===== src/rtl/ascon_round_scheduler_if.sv =====
// Command/strobe bundle between the AEAD mode FSM, the ASCON round scheduler
// and the round counter / state register it steers.
interface ascon_round_scheduler_if;
  logic       start_i;
  logic       mode_i;
  logic       abort_i;
  logic       ready_o;
  logic       busy_o;
  logic       en_cpt_o;
  logic       init_a_o;
  logic       init_b_o;
  logic       en_reg_state_o;
  logic       sel_state_o;
  logic [3:0] round_o;
  logic       done_o;

  modport master (
    output start_i, mode_i, abort_i,
    input  ready_o, busy_o, en_cpt_o, init_a_o, init_b_o,
    input  en_reg_state_o, sel_state_o, round_o, done_o
  );

  modport slave (
    input  start_i, mode_i, abort_i,
    output ready_o, busy_o, en_cpt_o, init_a_o, init_b_o,
    output en_reg_state_o, sel_state_o, round_o, done_o
  );
endinterface


===== src/rtl/ascon_round_scheduler.sv =====
// Round sequencer for the ASCON permutation: runs p12 (rounds 0..11) or
// p6 (rounds 6..11), one round per cycle, steering counter and state register.
module ascon_round_scheduler #(
  parameter logic [3:0] P6_FIRST   = 4'd6,
  parameter logic [3:0] LAST_ROUND = 4'd11
) (
  input logic                     clock_i,
  input logic                     reset_i,
  ascon_round_scheduler_if.slave  sched
);

  typedef enum logic [1:0] {
    ST_IDLE = 2'd0,
    ST_RUN  = 2'd1,
    ST_DONE = 2'd2
  } state_t;

  state_t     state_r;
  logic [3:0] round_r;
  logic       first_r;

  logic       ready_s;
  logic       busy_s;
  logic       en_cpt_s;
  logic       init_a_s;
  logic       init_b_s;
  logic       en_reg_state_s;
  logic       sel_state_s;
  logic       done_s;

  // Sequencer state; round_r tracks the external counter value exactly.
  always_ff @(posedge clock_i or posedge reset_i) begin
    if (reset_i) begin
      state_r <= ST_IDLE;
      round_r <= 4'd0;
      first_r <= 1'b0;
    end else begin
      case (state_r)
        ST_IDLE: begin
          if (sched.start_i && !sched.abort_i) begin
            state_r <= ST_RUN;
            round_r <= sched.mode_i ? P6_FIRST : 4'd0;
            first_r <= 1'b1;
          end else begin
            state_r <= ST_IDLE;
            first_r <= 1'b0;
          end
        end
        ST_RUN: begin
          first_r <= 1'b0;
          if (sched.abort_i) begin
            state_r <= ST_IDLE;
          end else if (round_r != LAST_ROUND) begin
            round_r <= round_r + 4'd1;
          end else begin
            state_r <= ST_DONE;
          end
        end
        ST_DONE: begin
          state_r <= ST_IDLE;
          first_r <= 1'b0;
        end
        default: begin
          state_r <= ST_IDLE;
          first_r <= 1'b0;
        end
      endcase
    end
  end

  // Strobe decode; abort silences every strobe in the cycle it is seen.
  always_comb begin
    ready_s        = 1'b0;
    busy_s         = 1'b0;
    en_cpt_s       = 1'b0;
    init_a_s       = 1'b0;
    init_b_s       = 1'b0;
    en_reg_state_s = 1'b0;
    sel_state_s    = 1'b0;
    done_s         = 1'b0;
    case (state_r)
      ST_IDLE: begin
        ready_s = !sched.abort_i;
        if (sched.start_i && !sched.abort_i) begin
          en_cpt_s = 1'b1;
          init_a_s = !sched.mode_i;
          init_b_s = sched.mode_i;
        end else begin
          en_cpt_s = 1'b0;
        end
      end
      ST_RUN: begin
        busy_s = 1'b1;
        if (!sched.abort_i) begin
          en_reg_state_s = 1'b1;
          // First round loads the external state, later rounds feed back.
          sel_state_s    = !first_r;
          en_cpt_s       = (round_r != LAST_ROUND);
        end else begin
          en_reg_state_s = 1'b0;
        end
      end
      ST_DONE: begin
        busy_s = 1'b1;
        if (!sched.abort_i) begin
          done_s = 1'b1;
        end else begin
          done_s = 1'b0;
        end
      end
      default: begin
        ready_s = 1'b0;
      end
    endcase
  end

  assign sched.ready_o        = ready_s;
  assign sched.busy_o         = busy_s;
  assign sched.en_cpt_o       = en_cpt_s;
  assign sched.init_a_o       = init_a_s;
  assign sched.init_b_o       = init_b_s;
  assign sched.en_reg_state_o = en_reg_state_s;
  assign sched.sel_state_o    = sel_state_s;
  assign sched.round_o        = round_r;
  assign sched.done_o         = done_s;

endmodule


===== src/flat_wrapper.sv =====
// flat-port wrapper written by rule: the top's interface ports become plain ports
module ascon_round_scheduler_flat 
#(
  parameter logic [3:0] P6_FIRST   = 4'd6,
  parameter logic [3:0] LAST_ROUND = 4'd11
)
  (clock_i, reset_i, sched_start_i, sched_mode_i, sched_abort_i, sched_ready_o, sched_busy_o, sched_en_cpt_o, sched_init_a_o, sched_init_b_o, sched_en_reg_state_o, sched_sel_state_o, sched_round_o, sched_done_o);
  ascon_round_scheduler_if sched_i ();
  input logic clock_i;
  input logic reset_i;
  input wire logic [$bits(sched_i.start_i)-1:0] sched_start_i;
  input wire logic [$bits(sched_i.mode_i)-1:0] sched_mode_i;
  input wire logic [$bits(sched_i.abort_i)-1:0] sched_abort_i;
  output wire logic [$bits(sched_i.ready_o)-1:0] sched_ready_o;
  output wire logic [$bits(sched_i.busy_o)-1:0] sched_busy_o;
  output wire logic [$bits(sched_i.en_cpt_o)-1:0] sched_en_cpt_o;
  output wire logic [$bits(sched_i.init_a_o)-1:0] sched_init_a_o;
  output wire logic [$bits(sched_i.init_b_o)-1:0] sched_init_b_o;
  output wire logic [$bits(sched_i.en_reg_state_o)-1:0] sched_en_reg_state_o;
  output wire logic [$bits(sched_i.sel_state_o)-1:0] sched_sel_state_o;
  output wire logic [$bits(sched_i.round_o)-1:0] sched_round_o;
  output wire logic [$bits(sched_i.done_o)-1:0] sched_done_o;
  assign sched_i.start_i = sched_start_i;
  assign sched_i.mode_i = sched_mode_i;
  assign sched_i.abort_i = sched_abort_i;
  assign sched_ready_o = sched_i.ready_o;
  assign sched_busy_o = sched_i.busy_o;
  assign sched_en_cpt_o = sched_i.en_cpt_o;
  assign sched_init_a_o = sched_i.init_a_o;
  assign sched_init_b_o = sched_i.init_b_o;
  assign sched_en_reg_state_o = sched_i.en_reg_state_o;
  assign sched_sel_state_o = sched_i.sel_state_o;
  assign sched_round_o = sched_i.round_o;
  assign sched_done_o = sched_i.done_o;
  ascon_round_scheduler #(.P6_FIRST(P6_FIRST), .LAST_ROUND(LAST_ROUND)) u_core (.clock_i(clock_i), .reset_i(reset_i), .sched(sched_i));
endmodule

===== config.mk =====
export PLATFORM = sky130hd
export DESIGN_NAME = ascon_round_scheduler_flat
export DESIGN_NICKNAME = d
export VERILOG_FILES = /design/src/rtl/ascon_round_scheduler_if.sv /design/src/rtl/ascon_round_scheduler.sv /design/src/flat_wrapper.sv
export SDC_FILE = /design/constraint.sdc
export NUM_CORES = 1
export LEC_CHECK = 0
export ABC_AREA = 0
export CAP_MARGIN = 15
export CORE_AREA = 2 2 39 41
export CTS_CLUSTER_SIZE = 12
export DETAILED_ROUTE_END_ITERATION = 16
export DIE_AREA = 0 0 41 43
export PLACE_DENSITY = 0.78
export SKIP_CTS_REPAIR_TIMING = 1
export SLEW_MARGIN = 20
export SYNTH_ARGS = -nofsm -noshare
export SYNTH_HDL_FRONTEND = slang
export SYNTH_SLANG_ARGS = --single-unit

===== constraint.sdc =====
create_clock -name clock_i -period 1.3 [get_ports clock_i]
set_input_delay 0.26 -clock clock_i [delete_from_list [all_inputs] [get_ports clock_i]]
set_output_delay 0.26 -clock clock_i [all_outputs]
set_load 0.005 [all_outputs]

==> results of run 1 <==
==> worst register-to-register path, delay by kind of cell, from the launching register on <==
| family | cells | cell delay [ns] |
|---|---|---|
| adder cells (fa/ha/maj) | 1 | 0.21 |
| buffers and inverters | 1 | 0.10 |
| flip-flops | 1 | 0.37 |
| AO/OA/AOI/OAI | 3 | 0.32 |
| AND/OR/NAND/NOR | 1 | 0.45 |
==> synthesized netlist by cell type (2+ instances only) <==
master and count:
o21ai_1 2, inv_1 3, a21oi_1 4, nand3_1 2, inv_2 3, ha_1 4
dfrtp_1 7, and2b_2 2, nand2b_1 2, nor2_1 6, nand2_1 3, nor3_1 2
==> kinds of logic (layout without fill, tap and decap cells) <==
kind of cell | after synthesis | count (layout) | synth area share
flip-flops | 7 | 7 | 0.373
adder cells (fa/ha/maj) | 4 | 4 | 0.107
multiplexers | 1 | 1 | 0.0213
buffers and inverters | 6 | 49 | 0.0480
AO/OA/AOI/OAI | 10 | 10 | 0.141
AND/OR/NAND/NOR | 24 | 24 | 0.309
==> where the power goes <==
group	leakage (nW)	total, mW	switching [mW]	internal, mW
combinational	0.406	0.437	0.179	0.258
sequential	0.0913	0.276	0.0244	0.252
clock	0.0150	0.189	0.0728	0.117
total	0.513	0.903	0.276	0.626
==> per-layer routing <==
| layer | wire length (um) | track usage | up-vias |
|---|---|---|---|
| met5 | 0 | 0 | - |
| met1 | 595 | 0.214 | 274 |
| met2 | 845 | 0.266 | 21 |
| met3 | 61 | 0.0157 | 5 |
| met4 | 34 | 0.107 | 0 |
| li1 | - | - | 268 |
==> state kept, by name (all words and copies together), names as in the netlist <==
name	cells
u_core.sched.round_o	4
u_core.state_r	2
u_core.first_r	1
==> cell type report <==
type	instances	area (um2)
fill	114	433
multi-input combinational	39	355
timing repair buffer	39	349
sequential	7	175
clock buffer	4	26.3
inverter	6	25.0
tap	16	20.0
==> worst paths after layout <==
path	from	end	slack (ns)
setup reg to reg	u_core.sched.round_o[1]$_DFFE_PP0P_	u_core.sched.round_o[2]$_DFFE_PP0P_	-0.22
hold / removal	reset_i	u_core.sched.round_o[0]$_DFFE_PP0P_	0.24
hold reg to reg	u_core.sched.round_o[0]$_DFFE_PP0P_	u_core.sched.round_o[0]$_DFFE_PP0P_	0.60
setup / recovery	u_core.state_r[1]$_DFFE_PP0P_	sched_init_b_o	-0.33
min in group clock_i	sched_abort_i	u_core.state_r[1]$_DFFE_PP0P_	0.54
max in group asynchronous	reset_i	u_core.sched.round_o[2]$_DFFE_PP0P_	0.85
==> stage by stage <==
step | setup slack (ns) | TNS, ns | area [um2] | cells | util
floorplan | -0.0555 | -0.108 | 490 | 52 | -
global placement | -0.592 | -5.40 | 813 | 103 | 0.588
detailed placement | -0.592 | -5.44 | 813 | 103 | 0.588
CTS | -0.709 | -6.28 | 840 | 107 | 0.607
global route | -0.395 | -3.23 | 951 | 111 | 0.687
finish | -0.330 | -2.57 | 951 | 111 | 0.687
==> flow_summary.toml, run 1 <==
[outcome]
run_status = "finished with violations"
violations = "setup timing"

[hold_path]
hp-class = "input pin to asynchronous set/reset pin"

[sta]
setup_slack_ns = -0.330
final_hold_viol_count = 0
max_slew.worst_pin.slew_ns = 0.268
max_slew_margin = 0.821
period_needed_ns = 1.63
drv_slew = 0
setup_viol = 12
fmax_mhz = 614
fin_skew_ns = 0.00382
hold_ws_ns = 0.237
rsz0062_at_grt = "yes"
fin_crit_sh = 1.25

[power_and_ir_drop]
cellPowerDensity_mw_per_mm2 = 949
peakVddDrop_mv = 0.590
cellLeakagePower_nw = 0.513
p_total_uw = 903

[drt]
ant_nets = 0
wl_per_cell_um = 13.8
drt_first_pass_iters = 4
via_count = 568
finalWirelength_mm = 1.54
route.detailed.drc = 0
drtIter0Drc = 17
via_per_inst = 5.12

[critical_path]
cp_max_fo = 4
required_ns = 1.04
max_stage_delay_ns = 0.38
path_buf_inv = 4
crit_chain = "inv_2 -> buf_6 -> ha_4 -> nand3b_4 -> inv_2 -> and2_4 -> buf_6"
cp.depth = 7
critPathKind = "flip-flop to output pin"
cpMaxStageDelayCell = "dfrtp_1"
r2r.worst_path.cells = 6
end_kind = "output pin"
critPathLaunchType = "flip-flop"
crit_arrival_ns = 1.37
critPathTopFamily = "flip-flops"

[global_routing]
grt_pass1_wl_mm = 2.01
grt_overflow = 0
grt_use_total = 0.171
grt_start_max_net_pins = 8
grt_antenna_before_repair = 0
grt_pass1_vias = 498

[clocking]
clk_pin_slew_ns = 0.05
cts_tree = "yes"
htreeDepth = 1
clock_sinks = 7
worstSkewPairLatency_ns = 0.25
clockBufferDepth = 2
root_buffer = "clkbuf_4"
cts_inserted_buffers = 3

[layout]
drive_gt1_frac = 0.600
synthToLayoutAreaGrowth_pct = 103
antennaDiodeCount = 0
layout_commonest_cell = "buf_4"
fin_nets = 105
final_cell_mix = "buf_4, buf_6, dfrtp_1"

[floorplanning]
design.core.area_mm2 = 0.00138
io_pins = 17
die-area_mm2 = 0.00176
fp.dieH_um = 43
start_util = 0.339
die_x_um = 41
rows = 14

[run]
drv_cap = 0

[yosys]
synth.avg_cell_area_um2 = 9.02
syn_area_um2 = 469
synth_cells = 52
async_flop_share = 1.00
ys.flop_type = "dfrtp_1"
yosys.area.top_type = "dfrtp_1"
synth.top_cells.by_area = "dfrtp_1, ha_1, nor2_1, a21oi_1, and2b_2"
syn-num-nets = 61
synth_edf_count = 0
synth_cell_types = 24
yosysTopAreaCellShare = 0.373
yosysWarnings = 0
seq_area_frac_synth = 0.373
ys_seq_elements = 7

[placed_design]
gp_congestion = 0.875
hpwl_mm = 1.10
portBuffers = 16
Note: power is estimated with default switching activity, not from simulation.
==> run 2, diff against run 1 <==
CTS_CLUSTER_DIAMETER = 80   (was default)
GPL_ROUTABILITY_DRIVEN = 0   (was default)
==> results of run 2 <==
The final DEF is identical to that of run 1; final timing and power are the same.
==> run 3, diff against run 2 <==
PLACE_DENSITY = default   (was 0.78)
PLACE_DENSITY_LB_ADDON = 0.15   (was default)
clock period = 1.9 ns   (was 1.3 ns; I/O delays follow)
==> run 3 against run 2 <==
Compared with the run above:
- the flow now finishes without violations
- clock skew shrank 0.0018 ns
- non-clock buffer count shrank 5
- sequential power shrank 33%
- largest power group unchanged
- highest routed layer unchanged
==> flow_summary.toml, run 3 (synthesis results as in run 1) <==
[outcome]
run_status = "finished clean"

[drt]
ant_nets = 0
via_count = 515
drt_first_pass_iters = 2
via_per_inst = 4.86
finalWirelength_mm = 1.35
wl_per_cell_um = 12.7
drtIter0Drc = 9
route.detailed.drc = 0

[critical_path]
critPathKind = "flip-flop to output pin"
reg2reg_slack_ns = 0.41
crit_arrival_ns = 1.49
reg2reg_to = "u_core.sched.round_o[2]$_DFFE_PP0P_"
regToRegStartpoint = "u_core.sched.round_o[0]$_DFFE_PP0P_"
cp_max_fo = 2
required_ns = 1.52
r2r.worst_path.cells = 6
end_kind = "output pin"
critPathLaunchType = "flip-flop"

[power_and_ir_drop]
power_frac_comb = 0.429
swShare = 0.301
seqPwrFrac = 0.325
cellPowerDensity_mw_per_mm2 = 651
cellLeakagePower_nw = 0.527
pwr-share-clk = 0.246
p_int_uw = 399
switchingPower_uw = 172
p_total_uw = 571
peakVddDrop_mv = 0.436

[global_routing]
grt_pass1_wl_mm = 2.04
grt_antenna_before_repair = 0
grt_start_max_net_pins = 8
grt_overflow = 0
grt_pass1_vias = 453
grt_use_total = 0.180

[layout]
synthToLayoutAreaGrowth_pct = 86.9
final_cell_mix = "buf_4, dlymetal6s2s_1, clkdlybuf4s50_1, dfrtp_1, nor2_1"
instances_no_fill = 106
largest_register_ffs = 4
final_util = 0.634
fin_nets = 100
layout_commonest_cell = "buf_4"
antennaDiodeCount = 0
drive_gt1_frac = 0.400

[placed_design]
hpwl_mm = 1.00
place_inst = 102
portBuffers = 16

[clocking]
cts_inserted_buffers = 3
htreeDepth = 1
root_buffer = "clkbuf_4"
clk_pin_slew_ns = 0.05
clockBufferDepth = 2
worstSkewPairLatency_ns = 0.26
cts_tree = "yes"
clock_sinks = 7

[sta]
drv_slew = 0
setup_viol = 0
final_hold_viol_count = 0
fin_crit_sh = 0.984
period_needed_ns = 1.87
fin_skew_ns = 0.00204
max_slew_margin = 0.807
hold_ws_ns = 0.355
max_slew.worst_pin.slew_ns = 0.289
fmax_mhz = 535
rsz0062_at_grt = "yes"

[floorplanning]
die-area_mm2 = 0.00176
io_pins = 17
fp.dieH_um = 43
rows = 14
design.core.area_mm2 = 0.00138
die_x_um = 41
start_util = 0.339

[hold_path]
hp-class = "input pin to asynchronous set/reset pin"

[run]
drv_cap = 0
## run 3: cell count changes in the layout (fill, tap and decap cells not counted), moves of 2 or more
cell / change
buf_6: -11
clkdlybuf4s50_1: +4
clkbuf_2: -5
dlymetal6s2s_1: +5
buf_4: +2
a21oi_2: -3
a21oi_1: +3
## run 3: power by group through the flow
stage          Clock, mW  Combinational (mW)  Sequential, mW
3_3_place_gp           0               0.237           0.185
6_report           0.140               0.245           0.185
5_1_grt            0.154               0.276           0.188
3_5_place_dp           0               0.235           0.185
4_1_cts            0.144               0.238           0.183
2_1_floorplan          0              0.0770           0.199
## run 3: metal layers
layer / part of all wire / global-route usage / up-vias
met5: 0 / 0 / -
met4: 0.024 / 0.140 / 0
met3: 0.040 / 0.0471 / 4
met2: 0.47 / 0.241 / 11
met1: 0.47 / 0.235 / 241
li1: - / - / 259
## run 3: worst max-delay path, stage by stage (launching register included)
cell	delay, ns
dfrtp_1	0.42
inv_2	0.08
ha_4	0.25
clkdlybuf4s50_1	0.48
## run 3: cell type report
type	instances	area, um2
well taps	16	20.0
multi-input cells	39	315
fillers	115	507
repair buffers	34	318
inverters	6	22.5
clock buffers	4	26.3
flip-flops and latches	7	175
## run 3: worst max path at each step
stage	from	end	slack [ns]	cells past startpoint
after detailed placement	sched_abort_i	sched_init_b_o	-0.32	5
after global placement	sched_abort_i	sched_init_b_o	-0.29	5
after global routing	u_core.state_r[0]$_DFFE_PP0P_	sched_busy_o	-0.02	3
after floorplan	u_core.state_r[0]$_DFFE_PP0P_	sched_init_b_o	0.42	5
final	u_core.state_r[0]$_DFFE_PP0P_	sched_busy_o	0.03	3
after CTS	sched_abort_i	sched_init_b_o	-0.34	5
## run 3: through the flow
stage               instance area [um2]  TNS, ns  worst slack, ns
floorplan                           469        0            0.417
global placement                    785    -1.23           -0.288
detailed placement                  785    -1.30           -0.317
CTS                                 811    -1.52           -0.335
global route                        877  -0.0219          -0.0219
finish                              877        0           0.0302
